[src/rtl/shift_seq_ctrl.sv]
// Multi-cycle sequencer for the 8-bit shift/rotate unit: one single-bit rotation per clock.
// Optional zero flag output zf_out is enabled by defining SHIFT_SEQ_ZF_EN.
`timescale 1ns/1ps
module shift_seq_ctrl #(
    parameter int WIDTH = 8,
    parameter int CNT_W = 3
) (
    input  logic             clk,
    input  logic             rst_n,
    input  logic             start,
    input  logic             dir,
    input  logic [CNT_W-1:0] count,
    input  logic [WIDTH-1:0] din,
    output logic             busy,
    output logic             done,
    output logic [WIDTH-1:0] dout,
    output logic             cf_out,
`ifdef SHIFT_SEQ_ZF_EN
    output logic             zf_out,
`endif
    output logic [WIDTH-1:0] sh_a,
    output logic             sh_fbus,
    output logic             sh_flbus,
    output logic             sh_frbus,
    input  logic [WIDTH-1:0] sh_w,
    input  logic             sh_cf
);

    // Handshake: start is sampled only in IDLE; busy is high in every other state;
    // done is a one-cycle pulse in DONE, after which the next start is accepted.
    typedef enum logic [1:0] {
        IDLE  = 2'd0,
        PASS  = 2'd1,
        SHIFT = 2'd2,
        DONE  = 2'd3
    } state_t;

    state_t             state_q, state_d;
    logic [WIDTH-1:0]   work_q, work_d;
    logic [CNT_W-1:0]   cnt_q, cnt_d;
    logic               dir_q, dir_d;
    logic [WIDTH-1:0]   dout_q, dout_d;
    logic               cf_q, cf_d;
`ifdef SHIFT_SEQ_ZF_EN
    logic               zf_q, zf_d;
`endif

    always_ff @(posedge clk or negedge rst_n) begin
        if (!rst_n) begin
            state_q <= IDLE;
            work_q  <= '0;
            cnt_q   <= '0;
            dir_q   <= 1'b0;
            dout_q  <= '0;
            cf_q    <= 1'b0;
`ifdef SHIFT_SEQ_ZF_EN
            zf_q    <= 1'b0;
`endif
        end else begin
            state_q <= state_d;
            work_q  <= work_d;
            cnt_q   <= cnt_d;
            dir_q   <= dir_d;
            dout_q  <= dout_d;
            cf_q    <= cf_d;
`ifdef SHIFT_SEQ_ZF_EN
            zf_q    <= zf_d;
`endif
        end
    end

    always_comb begin
        state_d = state_q;
        work_d  = work_q;
        cnt_d   = cnt_q;
        dir_d   = dir_q;
        dout_d  = dout_q;
        cf_d    = cf_q;
`ifdef SHIFT_SEQ_ZF_EN
        zf_d    = zf_q;
`endif
        case (state_q)
            IDLE: begin
                if (start) begin
                    work_d  = din;
                    cnt_d   = count;
                    dir_d   = dir;
                    state_d = (count == '0) ? PASS : SHIFT;
                end
            end
            PASS: begin
                dout_d  = sh_w;
                cf_d    = 1'b0;
`ifdef SHIFT_SEQ_ZF_EN
                zf_d    = (sh_w == '0);
`endif
                state_d = DONE;
            end
            SHIFT: begin
                work_d = sh_w;
                dout_d = sh_w;
                cf_d   = sh_cf;
`ifdef SHIFT_SEQ_ZF_EN
                zf_d   = (sh_w == '0);
`endif
                // Saturate at zero so a corrupted count can never wrap into a long run.
                cnt_d  = (cnt_q == '0) ? '0 : cnt_q - 1'b1;
                if (cnt_q <= 1) begin
                    state_d = DONE;
                end
            end
            DONE: begin
                state_d = IDLE;
            end
            default: begin
                state_d = IDLE;
            end
        endcase
    end

    // Selects decode from registered state only, so they cannot glitch on start/din.
    always_comb begin
        busy     = (state_q != IDLE);
        done     = (state_q == DONE);
        sh_a     = work_q;
        sh_fbus  = (state_q == PASS);
        sh_flbus = (state_q == SHIFT) && dir_q;
        sh_frbus = (state_q == SHIFT) && !dir_q;
        dout     = dout_q;
        cf_out   = cf_q;
`ifdef SHIFT_SEQ_ZF_EN
        zf_out   = zf_q;
`endif
    end

endmodule
[config.mk]
export PLATFORM = sky130hd
export DESIGN_NAME = shift_seq_ctrl
export DESIGN_NICKNAME = d
export VERILOG_FILES = /design/src/rtl/shift_seq_ctrl.sv
export SDC_FILE = /design/constraint.sdc
export NUM_CORES = 1
export LEC_CHECK = 0
export BUFFER_PORTS_ARGS = -buffer_cell sky130_fd_sc_hd__buf_4
export CAP_MARGIN = 40
export CORE_MARGIN = 4
export CORE_UTILIZATION = 46
export DETAILED_ROUTE_END_ITERATION = 10
export PLACE_DENSITY = 0.78
export SYNTH_ARGS = -nofsm -noshare
export SYNTH_HDL_FRONTEND = slang
export SYNTH_SLANG_ARGS = --single-unit
[constraint.sdc]
create_clock -name clk -period 3.65 [get_ports clk]
set_input_delay 0.1825 -clock clk [delete_from_list [all_inputs] [get_ports clk]]
set_output_delay 0.1825 -clock clk [all_outputs]
set_load 0.02 [all_outputs]
==> metrics <==
Row Count 17; Cell variety after synth 24; Crit-path slowest cell ha_1; count of endpoints failing hold in the final timing report 0; P per Cell Area 977.5 mW/mm^2; TritonCTS clock tree built; worst skew pair latency 0.31 ns; sum of negative setup slack 0 ns; biggest fanout along the worst timing path 17; final period demand of the worst path 2.129 ns; master cell of the clock root buffer clkbuf_4; number of global-route vias before repair 930; die height about 57 um; dominant cells by area after synthesis dfrtp_1 (51%), mux2_2 (9.0%), mux2i_1 (8.9%); TritonCTS buffer count 3; syn nets 129; cell breakdown of the critical path inv_1 -> ha_1 -> inv_2 -> nor2_1 -> buf_4; RSZ-0062 raised after global routing false; maxcap violations 0; worst slew slack as a fraction of its limit between 40% and 50%; routed wire length 2.451 mm; share of layout cells above drive strength 1 42.47%; Post-Syn Area per Cell approximately 11 sq um; area share of the largest cell type after synthesis roughly half; Post-Route Skew approximately 0.0052 ns; Core Footprint 0.002276 sq mm; endpoint type of the worst setup path output pin; portion of the clock cycle consumed by the worst path in the final layout roughly three fifths; die area 0.003294 sq mm; First-pass DRT Iterations 4; buffer and inverter count on the worst path 3; Final setup violation count 0; commonest cells after routing, fill and taps aside buf_4 (46), dfrtp_1 (23), nand2_1 (11); wire length of the first global-routing pass 4.002 mm; number of sinks handled by clock tree synthesis 23; count of warnings emitted by yosys 0; antenna violations before repair 0; CP peak stage delay about 0.67 ns; worst path setup slack after routing about 1.5 ns; Fill cells around 180; number of cells on the worst hold path 3; R2R cell count 5; number of input and output port buffers inserted 45; gate family responsible for the most delay along the worst path adder cells; setup slack after placement 1.620 ns; Total Routing Usage GR between 10% and 20%; area delta synth->final 34.56%; Die X-Extent between 50 and 60 um; Setup Buffers After CTS 0; Longest Clk Path Bufs 2; Routed Antenna Nets 0; most frequent standard cell in the layout excluding fill and tap cells buf_4; number of nets in the final layout 176; worst endpoint required time between 3 and 4 ns; number of cells on the critical path 5; number of DRC violations after detailed-routing iteration 0 6; Worst Max-Slew Pin Slew 0.7797 ns; cells after synthesis 100; netlist area before placement 0.001122 sq mm; classification of the worst-slack hold path in2reg; via count between 800 and 900; result of the run finished clean; achievable frequency 0.4697 GHz; Worst R2R Setup Slack 1.61 ns; flip-flop and latch count after synthesis 23; I/O pin total 46; starting density of the core 49.31%; clock slew at the register clock pins of the worst setup and hold paths 0.13 ns; area leader, netlist dfrtp_1; largest net degree at the start of global routing 24; data arrival time of the worst path 1.95 ns; number of slew-limit violations in the final report 0; H-tree Lvls 1; per-cell via count in the routed design ~5; Final Wtd Congestion 0.7563; Worst Path Class, Setup reg2out; placed wire-length estimate after detailed placement roughly 1.9 mm; VDD IR-drop max around 0.00066 V; average wire length per cell after detail routing 14.09 um; diode count 0; DR DRC count 0; leakage power 0.7526 nW; Startpoint Class flip-flop; Congestion Overflow GR 0; register area share after synthesis 51.28%
[where the power goes]
part	total [mW]	internal (mW)	switching, mW
Combinational	0.894	0.413	0.481
Clock	0.115	0.0409	0.0745
Sequential	0.466	0.386	0.0805
Total	1.48	0.840	0.636
[area by class of cell]
cell class | instances | area [sq um] | share of cell area (%)
well taps | 28 | 35.03 | 2.320
inverters | 7 | 26.28 | 1.740
flip-flops and latches | 23 | 575.6 | 38.11
clock buffers | 3 | 22.52 | 1.491
multi-input cells | 65 | 490.5 | 32.48
repair buffers | 47 | 355.3 | 23.53
clock inverters | 1 | 5.005 | 0.3314
[synthesized netlist by cell type]
cell and instances:
dfrtp_1 23, nand2_1 11, mux2i_1 10, mux2_2 9
o21ai_0 7, inv_1 6, o21ai_1 6, ha_1 5
a21oi_1 3, buf_2 3, buf_4 2, nand2b_1 2
nor2_1 2, a2bb2oi_1 1, and2_1 1, and3_1 1
inv_2 1, mux2_1 1, nand3_1 1, nor4bb_1 1
o21ai_2 1, o22ai_1 1, o2bb2ai_1 1, or4b_4 1
[through the flow]
step           hold WS [ns]  total power, mW  util (%)  instance area, sq um  instances
5_1_grt             0.09115            1.592     66.36                  1510        174
3_3_place_gp        0.09256            1.341     64.71                  1473        169
3_5_place_dp        0.09226            1.378     64.71                  1473        169
4_1_cts             0.09454            1.494     66.36                  1510        174
6_report             0.1023            1.476     66.36                  1510        174
2_1_floorplan       -0.1131            1.075         -                  1122        100
[final timing paths]
path | endpoint | from
setup reg to reg | state_q[0] | state_q[0]
max in group asynchronous | state_q[0] | rst_n
setup / recovery | sh_frbus | state_q[0]
min in group asynchronous | dout[1] | rst_n
hold reg to reg | sh_a[1] | sh_a[1]
hold / removal | cf_out | sh_cf
[layer usage]
metal	GRT usage (%)	part of all wire (%)	vias up
li1	-	-	436
met1	19.26	42	407
met3	2.715	5.6	2
met2	26.94	52	31
met5	0	0	-
met4	5.960	0.49	0
[flip-flops by register name, summed over array words and instances, names as in the netlist]
| register | cells |
|---|---|
| dir_q | 1 |
| dout | 8 |
| cf_out | 1 |
| state_q | 2 |
| cnt_q | 3 |
| sh_a | 8 |
[worst min-delay path, delay by kind of cell]
family	cells	cell delay, ns
buffers and inverters	1	0.08
and+or+nand+nor	1	0.06
AOI/OAI and AO/OA	1	0.06
[logic make-up (layout without fill, tap and decap cells)]
| logic type | Yosys count | after routing | share of synthesized area [%] |
|---|---|---|---|
| flip-flops | 23 | 23 | 51.28 |
| AO/OA/AOI/OAI | 20 | 20 | 10.03 |
| multiplexers | 20 | 20 | 18.95 |
| AND/OR/NAND/NOR | 20 | 20 | 9.142 |
| buffers and inverters | 12 | 58 | 5.015 |
| adder cells (fa/ha/maj) | 5 | 5 | 5.574 |
[what timing repair did]
item                      in CTS  in global routing
gates resized for setup        0                  0
hold endpoints to repair      23                  0
hold buffers                   1                  0
No activity file was read; power rests on OpenSTA's default activity.
